===== config.mk =====
export PLATFORM = sky130hd
export DESIGN_NAME = s_axi_write_bram_slave
export DESIGN_NICKNAME = d
export VERILOG_FILES = /design/src/rtl/s_axi_write_bram_slave_pkg.sv /design/src/rtl/s_axi_write_bram_slave.sv
export SDC_FILE = /design/constraint.sdc
export NUM_CORES = 1
export LEC_CHECK = 0
export CAP_MARGIN = 20
export CORE_MARGIN = 2
export CORE_UTILIZATION = 42
export CTS_CLUSTER_SIZE = 40
export DETAILED_ROUTE_END_ITERATION = 12
export GPL_TIMING_DRIVEN = 0
export PLACE_DENSITY = 0.82
export SLEW_MARGIN = 15
export SYNTH_ARGS = -nofsm -noshare
export SYNTH_HDL_FRONTEND = slang
export SYNTH_SLANG_ARGS = --single-unit

===== constraint.sdc =====
create_clock -name s_axi_aclk -period 3.95 [get_ports s_axi_aclk]
set_input_delay 0.9875 -clock s_axi_aclk [delete_from_list [all_inputs] [get_ports s_axi_aclk]]
set_output_delay 0.9875 -clock s_axi_aclk [all_outputs]
set_load 0.1 [all_outputs]

===== src/rtl/s_axi_write_bram_slave_pkg.sv =====
// Shared AXI definitions for the AXI4-Lite write slave and the write-burst
// master: write-channel FSM state encoding and BRESP response codes.
// No ports; import with "import s_axi_write_bram_slave_pkg::*;".
package s_axi_write_bram_slave_pkg;

  // Write-channel FSM states. One transaction is in flight at a time.
  typedef enum logic [2:0] {
    ST_IDLE    = 3'd0,
    ST_WAIT_W  = 3'd1,
    ST_WAIT_AW = 3'd2,
    ST_WRITE   = 3'd3,
    ST_RESP    = 3'd4
  } wr_state_e;

  // BRESP encodings.
  localparam logic [1:0] RESP_OKAY   = 2'b00;
  localparam logic [1:0] RESP_SLVERR = 2'b10;

endpackage


===== src/rtl/s_axi_write_bram_slave.sv =====
// AXI4-Lite write-only slave that turns each write into a single-cycle
// byte-enabled BRAM write. Writes outside the BRAM window get SLVERR and
// leave the BRAM untouched.
//
// Ports:
//   s_axi_aclk, s_axi_areset       clock, synchronous active-high reset
//   s_axi_aw*                      write address channel (awprot ignored)
//   s_axi_w*                       write data channel
//   s_axi_b*                       write response channel
//   bram_addr/bram_wdata/bram_we   BRAM word address, data, byte enables
//   write_count                    saturating count of OKAY responses
module s_axi_write_bram_slave
  import s_axi_write_bram_slave_pkg::*;
#(
  parameter int C_S_AXI_ADDR_WIDTH = 32,
  parameter int C_S_AXI_DATA_WIDTH = 64,
  parameter int C_BRAM_ADDR_WIDTH  = 9,
  parameter logic [C_S_AXI_ADDR_WIDTH-1:0] C_BASE_ADDR = '0
) (
  input  logic                            s_axi_aclk,
  input  logic                            s_axi_areset,
  input  logic [C_S_AXI_ADDR_WIDTH-1:0]   s_axi_awaddr,
  input  logic [2:0]                      s_axi_awprot,
  input  logic                            s_axi_awvalid,
  output logic                            s_axi_awready,
  input  logic [C_S_AXI_DATA_WIDTH-1:0]   s_axi_wdata,
  input  logic [C_S_AXI_DATA_WIDTH/8-1:0] s_axi_wstrb,
  input  logic                            s_axi_wvalid,
  output logic                            s_axi_wready,
  output logic [1:0]                      s_axi_bresp,
  output logic                            s_axi_bvalid,
  input  logic                            s_axi_bready,
  output logic [C_BRAM_ADDR_WIDTH-1:0]    bram_addr,
  output logic [C_S_AXI_DATA_WIDTH-1:0]   bram_wdata,
  output logic [C_S_AXI_DATA_WIDTH/8-1:0] bram_we,
  output logic [15:0]                     write_count
);

  localparam int STRB_W = C_S_AXI_DATA_WIDTH / 8;
  localparam int LSB    = $clog2(STRB_W);
  // Byte size of the BRAM window, one bit wider than the address so the
  // comparison cannot overflow.
  localparam logic [C_S_AXI_ADDR_WIDTH:0] SPAN =
    (C_S_AXI_ADDR_WIDTH+1)'(1) << (C_BRAM_ADDR_WIDTH + LSB);

  wr_state_e                   state, next_state;
  logic                        awready_c, wready_c;
  logic                        aw_hs, w_hs, b_hs;
  logic [C_S_AXI_ADDR_WIDTH:0] diff;
  logic                        addr_ok;
  logic                        in_range_q;
  logic [STRB_W-1:0]           wstrb_q;
  logic                        unused_awprot;

  assign unused_awprot = ^s_axi_awprot;

  // Extended subtraction: the top bit is the borrow, so addresses below the
  // base wrap to a huge value and fail the upper-bound test as well.
  assign diff    = {1'b0, s_axi_awaddr} - {1'b0, C_BASE_ADDR};
  assign addr_ok = !diff[C_S_AXI_ADDR_WIDTH] && (diff < SPAN);

  // Handshake outputs are forced low while reset is asserted, independent
  // of the state register, so nothing is accepted during reset.
  assign s_axi_awready = awready_c && !s_axi_areset;
  assign s_axi_wready  = wready_c && !s_axi_areset;
  assign s_axi_bvalid  = (state == ST_RESP) && !s_axi_areset;
  assign s_axi_bresp   = (s_axi_bvalid && !in_range_q) ? RESP_SLVERR : RESP_OKAY;
  assign bram_we       = ((state == ST_WRITE) && in_range_q && !s_axi_areset)
                         ? wstrb_q : '0;

  assign aw_hs = s_axi_awvalid && s_axi_awready;
  assign w_hs  = s_axi_wvalid && s_axi_wready;
  assign b_hs  = s_axi_bvalid && s_axi_bready;

  always_ff @(posedge s_axi_aclk) begin
    if (s_axi_areset) state <= ST_IDLE;
    else              state <= next_state;
  end

  always_comb begin
    next_state = state;
    awready_c  = 1'b0;
    wready_c   = 1'b0;
    case (state)
      ST_IDLE: begin
        awready_c = 1'b1;
        wready_c  = 1'b1;
        if (aw_hs && w_hs) next_state = ST_WRITE;
        else if (aw_hs)    next_state = ST_WAIT_W;
        else if (w_hs)     next_state = ST_WAIT_AW;
      end
      ST_WAIT_W: begin
        wready_c = 1'b1;
        if (w_hs) next_state = ST_WRITE;
      end
      ST_WAIT_AW: begin
        awready_c = 1'b1;
        if (aw_hs) next_state = ST_WRITE;
      end
      ST_WRITE: next_state = ST_RESP;
      ST_RESP:  if (b_hs) next_state = ST_IDLE;
      default:  next_state = ST_IDLE;
    endcase
  end

  // Address, range verdict, data and strobes are captured on their own
  // handshakes and then held until the next transaction replaces them.
  always_ff @(posedge s_axi_aclk) begin
    if (s_axi_areset) begin
      bram_addr   <= '0;
      bram_wdata  <= '0;
      wstrb_q     <= '0;
      in_range_q  <= 1'b0;
      write_count <= '0;
    end else begin
      if (aw_hs) begin
        bram_addr  <= diff[LSB +: C_BRAM_ADDR_WIDTH];
        in_range_q <= addr_ok;
      end
      if (w_hs) begin
        bram_wdata <= s_axi_wdata;
        wstrb_q    <= s_axi_wstrb;
      end
      if (b_hs && in_range_q && (write_count != 16'hFFFF))
        write_count <= write_count + 16'd1;
    end
  end

endmodule


After elaboration in Yosys (flattened, before gate mapping)

Cells that the tools add are included.

Register bits: 101
Latch bits: 0
Memory bits (writable): 0
ROM bits: 0
Output and inout bits: 102
Word-level logic and storage cells: 46
Memories: 0

Add/subtract/negate cells: 1
Multipliers: 0
Div/mod/pow operators: 0
Magnitude comparators: 1
Equality and inequality tests: 9
Shifts and indexed selects: 0
Muxes and demuxes: 11
Bitwise gates (word level): 0
Reductions and logical operators: 18

Operators by type and width:

| operator                                              | count |
|---|---|
| < comparator 32 x 13 -> 1 bit (second input constant) | 1 |
| two-way mux 3 bit                                     | 6 |
| adder 16 x 1 -> 16 bit (second input constant)        | 1 |
| != test 16 bit (second input constant)                | 1 |
| one-hot mux 3 bit (5 select lines)                    | 1 |
| logical AND 1 bit                                     | 12 |
| two-way mux 8 bit                                     | 1 |
| equality test 3 x 2 -> 1 bit (second input constant)  | 2 |
| != test 2 bit (second input constant)                 | 3 |
| != test 4 bit (second input constant)                 | 1 |
| AND reduction 4 bit                                   | 1 |
| OR reduction 2 bit                                    | 2 |
| equality test 3 x 1 -> 1 bit (second input constant)  | 1 |
| equality test 3 bit (second input constant)           | 1 |
| zero test 3 bit                                       | 1 |
| zero test 1 bit                                       | 2 |
| two-way mux 1 bit                                     | 2 |
| two-way mux 2 bit                                     | 1 |

Logic depth before layout (Yosys ltp)

Gate-level depths: netlist (run 1).

Depth in word-level cells: 9
Depth in mapped cells: 7
Mapped depth without buffers: 5

Least setup slack after synthesis (run 1)

Ideal clock, no wire load.

Kind: input -> output
From: in s_axi_areset
To: out s_axi_bresp[1]
Arrival time: 3.458 ns
Data required time: 2.963 ns
Setup slack: -0.496 ns
Cell stages on the path: 3
Buffers on the path: 2
Cells stage by stage: clkbuf_1 > clkbuf_1 > nor3_1

Word-level cells in the longest chain between the ends: 4

RTL lines:

| what              | RTL line                     | RTL |
|---|---|---|
| start, declared   | s_axi_write_bram_slave.sv:21 | `input logic s_axi_areset,` |
| zero test 1 bit   | s_axi_write_bram_slave.sv:66 | `assign s_axi_bvalid = (state == ST_RESP) && !s_axi_areset;` |
| logical AND 1 bit | s_axi_write_bram_slave.sv:66 |  |
| logical AND 1 bit | s_axi_write_bram_slave.sv:67 | `assign s_axi_bresp = (s_axi_bvalid && !in_range_q) ? RESP_SLVERR : RESP_OKAY;` |
| two-way mux 2 bit | s_axi_write_bram_slave.sv:67 |  |
| end, declared     | s_axi_write_bram_slave.sv:30 | `output logic [1:0] s_axi_bresp,` |

No other way between the ends.

Worst setup path in the final report (run 1)

From: in s_axi_areset
To: out s_axi_awready

Word-level cells in the longest chain between the ends: 2

RTL lines:

| what              | RTL line                     | RTL |
|---|---|---|
| zero test 1 bit   | s_axi_write_bram_slave.sv:64 | `assign s_axi_awready = awready_c && !s_axi_areset;` |
| logical AND 1 bit | s_axi_write_bram_slave.sv:64 |  |
| end, declared     | s_axi_write_bram_slave.sv:25 | `output logic s_axi_awready,` |

No other way between the ends.

==> flow_summary.rst, run 1 <==
.. list-table::
   :header-rows: 1

   * - Metric
     - Value
   * - Worst path arrival time
     - 2.91 ns
   * - First-iteration detailed-routing DRC count
     - approximately 170
   * - Clk Latency, worst-skew pair
     - between 0.3 and 0.4 ns
   * - Final design area excluding fillers
     - 6294 µm²
   * - Cell repeated most along the worst path
     - sky130_fd_sc_hd__clkbuf_1
   * - Total chip power
     - around 2300 µW
   * - Post-DP HPWL
     - between 9000 and 10000 µm
   * - Slew margin rel.
     - about a third
   * - Switching Share
     - around a third
   * - Sequential area share after synthesis
     - 51.84%
   * - Die Wd
     - between 100 and 150 µm
   * - Total wire length after detailed routing
     - about 12000 µm
   * - Placer's final routability congestion estimate
     - between 0.8 and 0.9
   * - Summed instance area of the synthesized netlist
     - 3900 µm²
   * - Number of nets in the final layout
     - about 830
   * - Starting Density
     - 42.82%
   * - Sequential cell fraction of total power
     - 46.8%
   * - Min cycle time layout
     - 3.893 ns
   * - Vias
     - 4240
   * - Core Box Area
     - 9109 µm²
   * - Clock group share of total power
     - a little over a quarter
   * - Sort of element at the end of the critical path
     - output pin
   * - Number of distinct library cells after synthesis
     - 37
   * - Biggest fanout along the worst timing path
     - 10
   * - CTS tree
     - done
   * - Register-to-Register Path Depth
     - 6
   * - Maximum vdd ir drop
     - ~240 µV
   * - Result of the run
     - complete, no violations
   * - Tcrit/Tclk final
     - around 99%
   * - TritonRoute pass-1 iters
     - 6
   * - Number of max-capacitance violations reported
     - 0
   * - Slowest stage cell, crit path
     - sky130_fd_sc_hd__clkdlybuf4s18_2
   * - Fin. max-slew vios
     - 0
   * - Clock slew seen by the registers of the worst setup and hold paths
     - around 0.090 ns
   * - Crit path largest cell delay
     - between 0.4 and 0.5 ns
   * - Worst EP required
     - a little under 3 ns
   * - Aggregate global-route resource usage
     - 23.42%
   * - Number of synthesized register bits
     - between 100 and 150
   * - Total of buffers placed on input and output ports
     - around 200
   * - Final Setup Violations
     - 0
   * - H-tree levels
     - 3
   * - Capture point of the worst path
     - s_axi_awready
   * - Leading cell types by total area after synthesis
     - sky130_fd_sc_hd__dfxtp_1 52%, sky130_fd_sc_hd__nand2_1 16%, sky130_fd_sc_hd__a21oi_1 11%
   * - Hold buffers post-CTS
     - 0
   * - Net count after synthesis
     - approximately 610
   * - Pin count of the biggest net entering global routing
     - 19
   * - Area added between synthesis and finish
     - 61.37%
   * - Reg-to-reg setup timing slack
     - roughly 1.6 ns
   * - Startpoint of the worst setup timing path
     - s_axi_areset
   * - Fraction of synthesized cell area taken by the top area cell type
     - approximately half
   * - Die Span Y
     - 100.4 µm
   * - Root buffer cell
     - sky130_fd_sc_hd__clkbuf_8
   * - Fill cell total of the finished layout
     - 760
   * - Count of nets left with antenna violations after detail routing
     - 0
   * - Number of failing hold endpoints at the final stage
     - 0
   * - I/O pin count
     - around 210
   * - Leading area contributor after synthesis
     - sky130_fd_sc_hd__dfxtp_1
   * - Kind of critical path
     - in2out
   * - Number of design rule violations left after detail routing
     - 0
   * - Unrepaired setup endpoints after global routing
     - yes
   * - Startpoint of the most critical register-to-register path
     - state[0]$_SDFFE_PP0P_
   * - Path category of the worst min-delay check
     - reg2reg
   * - Portion of total power attributed to combinational logic
     - 26.0%
   * - Maximum clock frequency
     - around 260 MHz
   * - Floorplan row count
     - 35
   * - Number of sinks driven by the clock tree
     - roughly 100
   * - Pwr dens
     - about 370 nW/µm²
   * - Placed cell areas
     - approximately 6100 µm²
   * - Routed via count divided by cell count
     - about 5
   * - Number of buffers created by CTS
     - 9
   * - Worst Skew
     - around 0.019 ns
   * - Crit path cell chain
     - clkdlybuf4s50_1 > clkbuf_1 > or2_2 > clkbuf_1 > nor2_1 > clkdlybuf4s18_2
   * - Share of cells above drive strength 1
     - approximately 5.7%
   * - Yosys Warn Count
     - 0
   * - Switch Pwr
     - about 800 µW
   * - GR Overflow Total
     - 0
   * - Drt wl/cell
     - between 10 and 15 µm
   * - Die area
     - 10070 µm²
   * - Post-CTS setup buffers
     - 0
   * - Capture instance of the worst register-to-register path
     - write_count[7]$_SDFFE_PP0P_
   * - Worst-Margin Slew
     - 1.015 ns
   * - Initial antenna violation count
     - 0
   * - Antenna diode instance count
     - 0
   * - Internal Pwr Total
     - roughly 1500 µW
   * - Via count of the first global-routing pass
     - 4066
   * - Global-route wire length before repair
     - approximately 19000 µm
   * - Static Leak
     - 0.002222 µW
   * - Largest buffer count on any clock path
     - 2
   * - Kind of launch point of the worst setup path
     - input pin
   * - Mean post-synth cell area
     - around 7.9 µm²
   * - Cells after Synth
     - 495
cell usage after synthesis:
library cell,count
sky130_fd_sc_hd__a211o_1,1
sky130_fd_sc_hd__nor3_1,7
sky130_fd_sc_hd__nor2b_1,2
sky130_fd_sc_hd__o31ai_1,5
sky130_fd_sc_hd__buf_4,1
sky130_fd_sc_hd__and3_1,1
sky130_fd_sc_hd__nand2_1,170
sky130_fd_sc_hd__nand4_1,5
sky130_fd_sc_hd__nor4_1,8
sky130_fd_sc_hd__o21ai_0,6
sky130_fd_sc_hd__o311ai_0,2
sky130_fd_sc_hd__nor2_1,8
sky130_fd_sc_hd__o41ai_1,2
sky130_fd_sc_hd__and4_1,1
sky130_fd_sc_hd__or4_1,9
sky130_fd_sc_hd__o221a_2,1
sky130_fd_sc_hd__nand3b_1,1
sky130_fd_sc_hd__nand2b_1,5
sky130_fd_sc_hd__o211ai_1,9
sky130_fd_sc_hd__buf_2,2
sky130_fd_sc_hd__o211a_1,1
sky130_fd_sc_hd__ha_1,1
sky130_fd_sc_hd__mux2i_1,1
sky130_fd_sc_hd__nand3_1,7
sky130_fd_sc_hd__a211oi_1,1
sky130_fd_sc_hd__mux2_2,2
sky130_fd_sc_hd__or2_2,2
sky130_fd_sc_hd__or3b_1,1
sky130_fd_sc_hd__conb_1,1
sky130_fd_sc_hd__or3_1,2
sky130_fd_sc_hd__o22a_1,1
sky130_fd_sc_hd__clkbuf_1,31
sky130_fd_sc_hd__inv_1,6
sky130_fd_sc_hd__o31a_1,1
sky130_fd_sc_hd__and2_1,8
sky130_fd_sc_hd__a21oi_1,82
sky130_fd_sc_hd__dfxtp_1,101
cells by family after synthesis:
logic type | after synthesis | synth area share, %
buf+inv | 40 | 4.010
other cells | 1 | 0.09615
simple gates | 237 | 26.60
compound gates | 112 | 16.30
fa+ha+maj | 1 | 0.3208
flops | 101 | 51.84
mux | 3 | 0.8341
layer usage:
metal	GRT usage, %	part of all wire, %
met5	0	0
met4	5.796	1.2
met3	6.616	7.9
met2	42.02	51
met1	27.50	40
power groups by stage:
stage	sequential, µW	clock, µW	combinational [µW]
after floorplan	1380	0	119
after global placement	1110	0	600
after detailed placement	1110	0	605
after CTS	1090	645	607
after global routing	1090	692	635
final	1090	632	605
cells in the final DEF, fill, tap and decap left out, types with 8 or more instances in the layout:
cell and instances:
sky130_fd_sc_hd__a21oi_1 82, sky130_fd_sc_hd__and2_1 8, sky130_fd_sc_hd__buf_4 9, sky130_fd_sc_hd__clkbuf_1 29, sky130_fd_sc_hd__clkbuf_8 10, sky130_fd_sc_hd__clkdlybuf4s50_1 194
sky130_fd_sc_hd__dfxtp_1 101, sky130_fd_sc_hd__nand2_1 170, sky130_fd_sc_hd__o211ai_1 9, sky130_fd_sc_hd__or4_1 9
registers in the layout (all words and copies together), names as in the netlist:
signal,cells
wstrb_q,8
write_count,16
bram_wdata,64
bram_addr,9
in_range_q,1
state,3
cell type report:
cell class | count | area [µm²] | share of cell area, %
inverter | 6 | 22.52 | 0.3579
multi-input combinational | 354 | 1745 | 27.73
timing repair buffer | 206 | 2037 | 32.37
sequential | 101 | 2022 | 32.13
tap | 111 | 138.9 | 2.207
clock buffer | 10 | 137.6 | 2.187
clock inverter | 6 | 53.80 | 0.8549
buffer | 34 | 136.4 | 2.167
worst min path at each step:
stage                                  from                 endpoint  cells past startpoint
detailed placement  wstrb_q[5]$_SDFFE_PP0P_  wstrb_q[5]$_SDFFE_PP0P_                      2
global route        wstrb_q[5]$_SDFFE_PP0P_  wstrb_q[5]$_SDFFE_PP0P_                      2
floorplan           wstrb_q[0]$_SDFFE_PP0P_  wstrb_q[0]$_SDFFE_PP0P_                      2
finish              wstrb_q[5]$_SDFFE_PP0P_  wstrb_q[5]$_SDFFE_PP0P_                      2
CTS                 wstrb_q[5]$_SDFFE_PP0P_  wstrb_q[5]$_SDFFE_PP0P_                      2
global placement    wstrb_q[3]$_SDFFE_PP0P_  wstrb_q[3]$_SDFFE_PP0P_                      2
metrics by stage:
stage / hold WS, ns / cells / TNS [ns] / util, % / setup WS, ns
final: 0.4533 / 828 / 0 / 69.09 / 0.05680
after global routing: 0.4761 / 828 / -0.002752 / 69.09 / -0.002752
after CTS: 0.4550 / 828 / -0.02445 / 69.02 / -0.02445
after detailed placement: 0.4427 / 812 / -9.276 / 67.09 / -0.9737
after global placement: 0.4383 / 812 / -9.282 / 67.09 / -0.9717
after floorplan: 0.4317 / 495 / 0 / - / 0.1120
worst max-delay path, delay by kind of cell:
family / cells / cell delay (ns)
buffers and inverters: 4 / 1.64
AND/OR/NAND/NOR: 2 / 0.27
timing repair:
action,in CTS,in global routing
pin swaps,0,0
gates resized for setup,59,4
endpoints found under the setup margin,12,9
No activity file was read; power rests on OpenSTA's default activity.
==> inputs of run 2 (changes only) <==
Settings changed: MAX_ROUTING_LAYER set to met4.
==> flow_summary.rst, run 2 (synthesis results as in run 1) <==
.. list-table::
   :header-rows: 1

   * - Metric
     - Value
   * - H-tree levels
     - 3
   * - Starting Density
     - between 40% and 50%
   * - Routed via count divided by cell count
     - 5.134
   * - Startpoint of the most critical register-to-register path
     - state[0]$_SDFFE_PP0P_
   * - Share of cells above drive strength 1
     - about 5.7%
   * - Sort of element at the end of the critical path
     - output pin
   * - Unrepaired setup endpoints after global routing
     - yes
   * - Cell count along the critical path
     - 6
   * - I/O pin count
     - 214
   * - Number of sinks driven by the clock tree
     - 101
   * - Hold path cells
     - 2
   * - Drt wl/cell
     - 14.61 µm
   * - Static Leak
     - 0.002222 µW
   * - Pwr dens
     - 369.2 nW/µm²
   * - Number of failing hold endpoints at the final stage
     - 0
   * - Reg-to-reg setup timing slack
     - ~1.6 ns
   * - Kind of cell adding the most delay to the critical path
     - buffers and inverters
   * - Via count of the first global-routing pass
     - roughly 4100
   * - Global-route wire length before repair
     - just under 20000 µm
   * - Flip-flop count of the largest register, all copies and words added
     - 64
   * - Worst-Margin Slew
     - slightly above 1 ns
   * - Fin. max-slew vios
     - 0
   * - Result of the run
     - complete, no violations
   * - Final Setup Violations
     - 0
   * - Placed cell areas
     - 6111 µm²
   * - Antenna diode instance count
     - 0
   * - Register-to-Register Path Depth
     - 6
   * - Worst Skew
     - just under 0.02 ns
   * - Placer's final routability congestion estimate
     - approximately 0.83
   * - Tcrit/Tclk final
     - 98.62%
   * - Fill cell total of the finished layout
     - 760
   * - Biggest fanout along the worst timing path
     - 10
   * - Worst EP required
     - 2.96 ns
   * - Initial antenna violation count
     - 0
   * - Total of buffers placed on input and output ports
     - approximately 210
   * - GR Overflow Total
     - 0
   * - Crit path largest cell delay
     - about 0.48 ns
   * - Path category of the worst min-delay check
     - reg2reg
   * - Setup TNS
     - 0 ns
   * - Aggregate global-route resource usage
     - between 20 and 25%
   * - Inst Count DP
     - approximately 810
   * - Cell repeated most along the worst path
     - sky130_fd_sc_hd__clkbuf_1
   * - Worst path bufs/invs
     - 4
   * - First-iteration detailed-routing DRC count
     - approximately 160
   * - Maximum clock frequency
     - 256.7 MHz
   * - Layout Cells excl Fill
     - 828
   * - Vias
     - 4251
   * - Capture endpoint of the worst hold path
     - wstrb_q[5]$_SDFFE_PP0P_
   * - Largest registers
     - bram_wdata x64, write_count x16, bram_addr x9
   * - Floorplan row count
     - 35
   * - Number of buffers created by CTS
     - 9
   * - Area added between synthesis and finish
     - 61.37%
   * - Total chip power
     - between 2000 and 2500 µW
   * - CTS tree
     - done
   * - Post-DP HPWL
     - between 9000 and 10000 µm
   * - Die area
     - between 10000 and 15000 µm²
   * - Core Box Area
     - 9109 µm²
   * - Kind of launch point of the worst setup path
     - input pin
   * - Kind of critical path
     - in2out
   * - Register name with the most flops
     - bram_wdata
   * - Clock slew seen by the registers of the worst setup and hold paths
     - approximately 0.090 ns
   * - Crit path cell chain
     - clkdlybuf4s50_1 > clkbuf_1 > or2_2 > clkbuf_1 > nor2_1 > clkdlybuf4s18_2
   * - Number of max-capacitance violations reported
     - 0
   * - Capture instance of the worst register-to-register path
     - write_count[7]$_SDFFE_PP0P_
   * - Slowest stage cell, crit path
     - sky130_fd_sc_hd__clkdlybuf4s50_1
   * - Post-CTS setup buffers
     - 0
   * - Number of nets in the final layout
     - ~830
   * - Slew margin rel.
     - approximately a third
   * - TritonRoute pass-1 iters
     - 6
   * - Final design area excluding fillers
     - between 6000 and 7000 µm²
   * - Maximum vdd ir drop
     - between 200 and 250 µV
   * - Commonest non-fill, non-tap cells in the layout
     - 194 x sky130_fd_sc_hd__clkdlybuf4s50_1, 170 x sky130_fd_sc_hd__nand2_1, 101 x sky130_fd_sc_hd__dfxtp_1
   * - Total wire length after detailed routing
     - 12090 µm
   * - Min cycle time layout
     - 3.895 ns
   * - Pin count of the biggest net entering global routing
     - 19
   * - Worst path arrival time
     - 2.91 ns
   * - Count of nets left with antenna violations after detail routing
     - 0
   * - Die Span Y
     - 100.4 µm
   * - Number of design rule violations left after detail routing
     - 0
   * - Hold path startpoint
     - wstrb_q[5]$_SDFFE_PP0P_
   * - Clk Latency, worst-skew pair
     - 0.35 ns
   * - Largest buffer count on any clock path
     - 2
   * - Commonest non-fill, non-tap cell in the layout
     - sky130_fd_sc_hd__clkdlybuf4s50_1
   * - Root buffer cell
     - sky130_fd_sc_hd__clkbuf_8
   * - Die Wd
     - 100.4 µm
## run 2: worst reg2reg max path: cells and delay by family, from the launching register on
family / cells / cell delay [ns]
and+or+nand+nor: 2 / 0.88
muxes: 1 / 0.36
AOI/OAI and AO/OA: 1 / 0.26
DFF: 1 / 0.37
buffers and inverters: 2 / 0.35
## run 2: metal layers
layer	global-route usage, %	part of all wire (%)
met5	-	0
met4	5.796	1.3
met3	5.501	7.1
met2	42.08	51
met1	28.15	41
## run 2: cell type report
cell class | count | area (µm²) | share of cell area (%)
tap | 111 | 138.9 | 2.207
timing repair buffer | 206 | 2037 | 32.37
buffer | 34 | 136.4 | 2.167
multi-input combinational | 354 | 1745 | 27.73
clock inverter | 6 | 53.80 | 0.8549
inverter | 6 | 22.52 | 0.3579
sequential | 101 | 2022 | 32.13
clock buffer | 10 | 137.6 | 2.187
## run 2: what timing repair did
item                       in CTS  in global routing
resized for setup              59                  4
setup endpoints to repair      12                  9
hold buffers                    0                  0
## run 2: worst max-delay path by stage
stage                 startpoint            end  slack [ns]
floorplan           s_axi_areset  s_axi_awready        0.11
finish              s_axi_areset  s_axi_awready        0.05
global route        s_axi_areset  s_axi_awready      -0.001
global placement    s_axi_areset     bram_we[5]       -0.97
detailed placement  s_axi_areset     bram_we[7]       -0.97
CTS                 s_axi_areset   s_axi_bvalid       -0.02
## run 2: stage by stage
step	util (%)	hold slack, ns	setup slack, ns
6_report	69.09	0.4531	0.05461
2_1_floorplan	-	0.4317	0.1120
4_1_cts	69.02	0.4550	-0.02445
3_3_place_gp	67.09	0.4383	-0.9717
3_5_place_dp	67.09	0.4427	-0.9737
5_1_grt	69.09	0.4761	-0.001406
## run 2: where the power goes
group          total [µW]  internal (µW)  leakage, µW  switching (µW)
clock                 632            258    0.0000954             374
combinational         605            191      0.00130             414
sequential           1090           1060     0.000822            24.3
